--- config.mk ---
export PLATFORM = sky130hd
export DESIGN_NAME = regfile_dump_reader
export DESIGN_NICKNAME = d
export VERILOG_FILES = /design/src/rtl/regfile_dump_reader.sv
export SDC_FILE = /design/constraint.sdc
export NUM_CORES = 1
export LEC_CHECK = 0
export CAP_MARGIN = 20
export CELL_PAD_IN_SITES_DETAIL_PLACEMENT = 0
export CELL_PAD_IN_SITES_GLOBAL_PLACEMENT = 1
export CORE_ASPECT_RATIO = 2
export CORE_MARGIN = 3
export CORE_UTILIZATION = 37
export CTS_BUF_LIST = sky130_fd_sc_hd__clkbuf_2 sky130_fd_sc_hd__clkbuf_4 sky130_fd_sc_hd__clkbuf_8
export CTS_CLUSTER_DIAMETER = 200
export DETAILED_ROUTE_END_ITERATION = 6
export PLACE_DENSITY = 0.95
export RECOVER_POWER = 25
export SETUP_SLACK_MARGIN = 0.5
export SYNTH_ARGS = -nofsm -noshare
export SYNTH_HDL_FRONTEND = slang
export SYNTH_SLANG_ARGS = --single-unit
--- constraint.sdc ---
create_clock -name clk -period 2.5 [get_ports clk]
set_input_delay 0.5 -clock clk [delete_from_list [all_inputs] [get_ports clk]]
set_output_delay 0.5 -clock clk [all_outputs]
set_load 0.005 [all_outputs]
--- src/rtl/regfile_dump_reader.sv ---
// regfile_dump_reader
//   Read-port initiator for the register file. A start request walks the
//   register range first_reg..last_reg (wrapping modulo NUM_REGS). Each
//   register is read combinationally through ReadRegister/ReadData,
//   captured, and streamed out as an {out_index, out_data} beat over a
//   valid/ready interface. The register file is never written.
//
// Ports
//   clk, rst            clock; asynchronous active-high reset
//   start               begin a dump (sampled only while idle)
//   abort               cancel a dump in progress (no done pulse)
//   first_reg/last_reg  inclusive range, sampled together with start
//   ReadRegister        address to the register-file read port (= idx)
//   ReadData            combinational data from the read port
//   out_valid/out_ready beat handshake
//   out_index/out_data  register number and contents of the held beat
//   busy                high while reading or sending
//   done                one-cycle pulse after the last beat is accepted
module regfile_dump_reader #(
  parameter int DATA_WIDTH    = 32,
  parameter int ADDRESS_WIDTH = 5,
  parameter int NUM_REGS      = 32
) (
  input  logic                     clk,
  input  logic                     rst,
  input  logic                     start,
  input  logic                     abort,
  input  logic [ADDRESS_WIDTH-1:0] first_reg,
  input  logic [ADDRESS_WIDTH-1:0] last_reg,
  output logic [ADDRESS_WIDTH-1:0] ReadRegister,
  input  logic [DATA_WIDTH-1:0]    ReadData,
  output logic                     out_valid,
  input  logic                     out_ready,
  output logic [ADDRESS_WIDTH-1:0] out_index,
  output logic [DATA_WIDTH-1:0]    out_data,
  output logic                     busy,
  output logic                     done
);

  typedef enum logic [1:0] {
    IDLE,
    READ,
    SEND,
    DONE
  } state_t;

  // One extra bit so NUM_REGS == 2**ADDRESS_WIDTH is representable.
  localparam logic [ADDRESS_WIDTH:0]   NumRegsW = (ADDRESS_WIDTH + 1)'(NUM_REGS);
  localparam logic [ADDRESS_WIDTH-1:0] TopReg   = ADDRESS_WIDTH'(NUM_REGS - 1);

  state_t                   state;
  logic [ADDRESS_WIDTH-1:0] idx;
  logic [ADDRESS_WIDTH-1:0] last;
  logic                     rangeOk;
  logic                     handshake;

  assign ReadRegister = idx;
  assign rangeOk   = ({1'b0, first_reg} < NumRegsW) && ({1'b0, last_reg} < NumRegsW);
  assign handshake = out_valid && out_ready;

  always_ff @(posedge clk or posedge rst) begin
    if (rst) begin
      state     <= IDLE;
      idx       <= '0;
      last      <= '0;
      out_valid <= 1'b0;
      out_index <= '0;
      out_data  <= '0;
      busy      <= 1'b0;
      done      <= 1'b0;
    end else if (abort && (state != IDLE)) begin
      // Abort wins over a same-cycle handshake: that beat is dropped.
      state     <= IDLE;
      out_valid <= 1'b0;
      busy      <= 1'b0;
      done      <= 1'b0;
    end else begin
      unique case (state)
        IDLE: begin
          if (start && rangeOk) begin
            idx   <= first_reg;
            last  <= last_reg;
            busy  <= 1'b1;
            state <= READ;
          end
        end
        READ: begin
          out_data  <= ReadData;
          out_index <= idx;
          out_valid <= 1'b1;
          state     <= SEND;
        end
        SEND: begin
          if (handshake) begin
            out_valid <= 1'b0;
            if (idx == last) begin
              busy  <= 1'b0;
              done  <= 1'b1;
              state <= DONE;
            end else begin
              idx   <= (idx == TopReg) ? '0 : idx + ADDRESS_WIDTH'(1);
              state <= READ;
            end
          end
        end
        DONE: begin
          done  <= 1'b0;
          state <= IDLE;
        end
        default: state <= IDLE;
      endcase
    end
  end

endmodule
* After elaboration in Yosys (flattened, before gate mapping)
Index checks and enable logic that the tools add are counted.
Word-level totals: bits in registers 52, latch bits 0, memory bits (writable) 0, ROM bits 0, input bits 47, output and inout bits 45, logic and storage cells 58, memories kept 0
Cells by class: add/subtract/negate cells 1, multiply operators 0, div/mod/pow operators 0, $lt $le $gt $ge 0, equality and inequality tests 11, shift operators 0, multiplexer cells 22, bitwise logic cells 1, reduce and logical (&&, ||, !) cells 15
Operators with widths (number):
- $mux 5 | 4
- $pmux 5 s2 | 1
- $mux 1 | 9
- $ne 3x3->1 const B | 3
- $reduce_bool 3->1 | 3
- $mux 2 | 4
- $pmux 2 s4 | 1
- $ne 2x2->1 const B | 3
- $pmux 1 s2 | 3
- $reduce_and 2->1 | 3
- $reduce_and 3->1 | 2
- $add 5x1->5 const B | 1
- $eq 5x5->1 | 1
- $eq 5x5->1 const B | 1
- $reduce_and 5->1 | 1
- $eq 2x2->1 const B | 2
- $reduce_and 4->1 | 1
- $reduce_bool 2->1 | 2
- $eq 2x1->1 const B | 1
- $logic_and 1x1->1 | 2
- $logic_not 2->1 | 1
- $not 1->1 | 1

* Depth between registers and ports, before layout
depth after elaboration 5, gate-level depth with buffers 7, mapped depth without buffers 7

* Least setup slack after synthesis
OpenSTA, ideal clock, no wires.
path type reg-to-reg, start register idx[0], in the netlist ReadRegister[0], end register idx[4], in the netlist ReadRegister[4], setup time 0.125 ns, arrival time 1.571 ns, data required time 2.375 ns, path slack 0.804 ns, cell stages (with the launch flop) 6, path buffers 0, period minus slack after synthesis 1.696 ns, cells stage by stage dfrtp_1 -> ha_1 -> and3_1 -> ha_1 -> mux2_2 -> mux2_4
On the way: longest elaborated chain between the ends 5, elaborated cells on any way between the ends 9, those cells by class 1 x add/sub; 3 x eq/ne; 4 x mux; 1 x reduce/logical
Ends and longest elaborated chain:
- start, declared | line 52 | logic [ADDRESS_WIDTH-1:0] idx;
- start signal, assigned | line 81 | idx <= first_reg;
- start signal, assigned | line 101 | idx <= (idx == TopReg) ? '0 : idx + ADDRESS_WIDTH'(1);
- $add 5x1->5 / $eq 5x5->1 (equally long branches) | line 101
- $mux 5 | line 101
- $mux 5 | line 96 | if (idx == last) begin
- $mux 5 | line 94 | if (handshake) begin
- $pmux 5 s2 | line 78 | unique case (state)
Parallel ways exist; a longest one is shown, timed or not. The select of a mux whose other input is x is not followed. A chain may end at the register's enable or synchronous reset.

==> results.md <==
* Outcome: completed
* Grt ovf at 0
* CTS tree: built
* Area post-placement at 3220 um2
* Post-Syn Instances at between 150 and 200
* Setup Viol. Count Final at 0
* Clock-pin slew on the worst setup and hold paths at roughly 90 ps
* Yosys reg bits at 52
* Crit Path Category: in2async
* GRT Total Usage at 14.7%
* Setup crit start kind: input pin
* Most flops, register: out_data
* Hold Path Class: reg2reg
* Stages on worst setup path at 3
* RSZ-0062 raised after global routing: no
* Global placement routability congestion at 0.834
* Port Buf Inserts at between 90 and 100
* Yosys cell types at 32
* CTS buffer count at 5
* Worst EP arrival at ~2000 ps
* Routed len/inst at around 16 um
* Final Max Slew Viols at 0
* Warnings from Yosys at 0
* Root Driver: clkbuf_8
* Synth area leaders: dfrtp_1 (57%), mux2_2 (22%), buf_6 (2.0%)
* FMAX at 528 MHz
* Largest register FFs at 32
* First-pass GRT wire length at 7.89 mm
* Drt drc at 0
* CP max FO at 52
* Post-route cell area at 3320 um2
* Worst endpoint required time at 2630 ps
* DP HPWL at about 4 mm
* Sequential Area at 1300 um2
* Vias per cell at 5.07
* Leakage power of the design at ~1.4 nW
* R2R depth at 7
* Worst Skew at 6.32 ps
* Critical Path End Type: async pin
* Synth top area share at 57.2%
* Worst path slowest cell: clkbuf_2
* Antenna viol nets, final at 0
* CORE AREA at ~5900 um2
* Slew headroom at between 10% and 20%
* Pin count of the biggest net entering global routing at 53
* TritonRoute pass-1 iters at 4
* Worst-path cell chain: dlygate4sd3_1, clkinv_1, clkbuf_2
* Area growth syn-to-layout at 46.0%
* Initial Util at 38.9%
* Crit share post-route at roughly three quarters
* Cell Pwr Density at 1060 nW/um2
* I/O pins at 92
* CP Buf/Inv Count at 3
* Antenna violations before repair at 0
* Worst Tran Pin Value at 1260 ps
* Tmin final at 1900 ps
* Vias in the first global route at 1,644
* Hold buffers post-CTS at 0
* Clock latency on the worst-skew pair at 300 ps
* Delay-heaviest family, CP: buffers and inverters
* Post-Syn Area at between 2000 and 2500 um2
* Hold Path Cell Cnt at 1
* CTS Buffer Depth at 2
* Diodes inserted at 0
* # fillers at 526
* Worst path max stage delay at 920 ps
* Setup_tns at 0 ps
* Share of post-route cells with drive strength above 1 at 26.2%
* Total of max-cap violations at 0
* Die Span Y at 117 um
* Area of the multi-input gates at roughly 900 um2
* Die W at 61.5 um
* Post-Syn Nets at 208
* Final Hold Viols at 0
* Area leader, netlist: dfrtp_1
* Wirelength, routed at between 5 and 6 mm
* Layout net count at 300
* Syn_area_per_cell at around 14 um2
* Row count at 39
* Sequential area share after synthesis at 57.2%
* 1st-iter DRT viols at 45
* Die Area at about 7200 um2
* Htree depth at 2
* Number of sinks on the clock net at 52
* Max rail drop VDD at 0.544 mV
* Via count at ~1,600
report_power, final:
group	leakage, nW	internal (mW)	switching, mW
Clock	0.0479	0.236	0.258
Sequential	0.615	1.22	0.276
Combinational	0.695	1.06	0.475
worst paths after layout:
kind	from	endpoint	slack, ps
worst min register to register	out_data[18]	out_data[18]	510
min in group asynchronous	rst	out_data[19]	1050
worst min-delay path	out_data[18]	out_data[18]	510
worst max-delay path	rst	ReadRegister[0]	600
max in group clk	ReadRegister[2]	ReadRegister[2]	640
worst max register to register	ReadRegister[0]	ReadRegister[2]	690
cell type report:
class | count | share of cell area (%)
clock buffer | 7 | 2.71
clock inverter | 1 | 0.226
inverter | 2 | 0.226
multi-input combinational | 97 | 27.1
sequential | 52 | 39.2
tap | 61 | 2.30
timing repair buffer | 93 | 28.2
metrics by stage:
| stage | util (%) | power (mW) | hold WS [ps] | setup WS, ps | cells |
|---|---|---|---|---|---|
| 5_1_grt | 56.7 | 3.77 | 530 | 320 | 313 |
| 3_5_place_dp | 55.1 | 3.08 | 495 | 351 | 305 |
| 2_1_floorplan | - | 2.15 | 492 | 742 | 159 |
| 3_3_place_gp | 55.1 | 3.04 | 488 | 403 | 305 |
| 4_1_cts | 56.7 | 3.59 | 516 | 618 | 313 |
| 6_report | 56.7 | 3.53 | 511 | 605 | 313 |
kinds of logic after synthesis:
logic type	Yosys count	synth area share, %
fa+ha+maj	2	1.10
simple gates	23	6.32
xor+xnor	5	1.92
compound gates	20	6.49
flops	52	57.2
mux	47	23.7
buf+inv	10	3.24
synthesized netlist by cell type:
cell type,n
nand2_1,6
nor2b_1,1
and2_2,1
a221oi_1,2
a22o_2,2
nor3_1,1
and3_1,1
buf_2,2
nand2b_4,1
mux2_2,44
nand3_1,2
o21a_4,1
buf_4,1
nor2_1,3
nor3b_1,1
a31o_2,1
o21ai_0,5
clkbuf_1,1
a21oi_1,4
inv_1,2
ha_1,2
buf_6,4
dfrtp_1,52
nand4b_1,1
o21bai_1,1
o31ai_1,1
nand2b_1,3
nand3b_4,1
mux2_4,3
o41ai_1,3
and2_1,1
xnor2_1,5
placed cells by master (no fill, tap or decap), types with 2 or more instances in the layout:
cell type | Yosys | routed
dfrtp_1 | 52 | 50
o41ai_1 | 3 | 3
dlygate4sd3_1 | 0 | 2
ha_1 | 2 | 2
clkdlybuf4s50_1 | 0 | 89
mux2_4 | 3 | 3
nand3_1 | 2 | 2
clkbuf_8 | 0 | 6
mux2_2 | 44 | 44
o21ai_0 | 5 | 5
a22o_2 | 2 | 2
nor2_1 | 3 | 3
a221oi_1 | 2 | 2
xnor2_1 | 5 | 5
nand2b_1 | 3 | 3
a21oi_1 | 4 | 4
nand2_1 | 6 | 6
dfrtp_2 | 0 | 2
worst reg2reg max path: stages (launching register included):
cell and delay, ps:
dfrtp_2 470, ha_1 230, and3_1 180, ha_1 220, nor3b_1 270, a221oi_1 120
o21ai_0 100, a22o_2 160
routing by layer:
metal  part of all wire, %  wire length (um)  track usage (%)  vias up
li1                      -                 -                -      749
met1                    35              1820             16.5      787
met2                    60              3090             27.2       48
met3                   3.7               190             2.41        4
met4                   1.1                59             4.67        0
met5                     0                 0                0        -
what timing repair did:
item / in CTS / in global routing
gates resized for setup: 0 / 2
setup endpoints to repair: 0 / 2
endpoints found under the hold margin: 0 / 0
setup buffers: 0 / 0
Power figures use the tool's default switching activity.
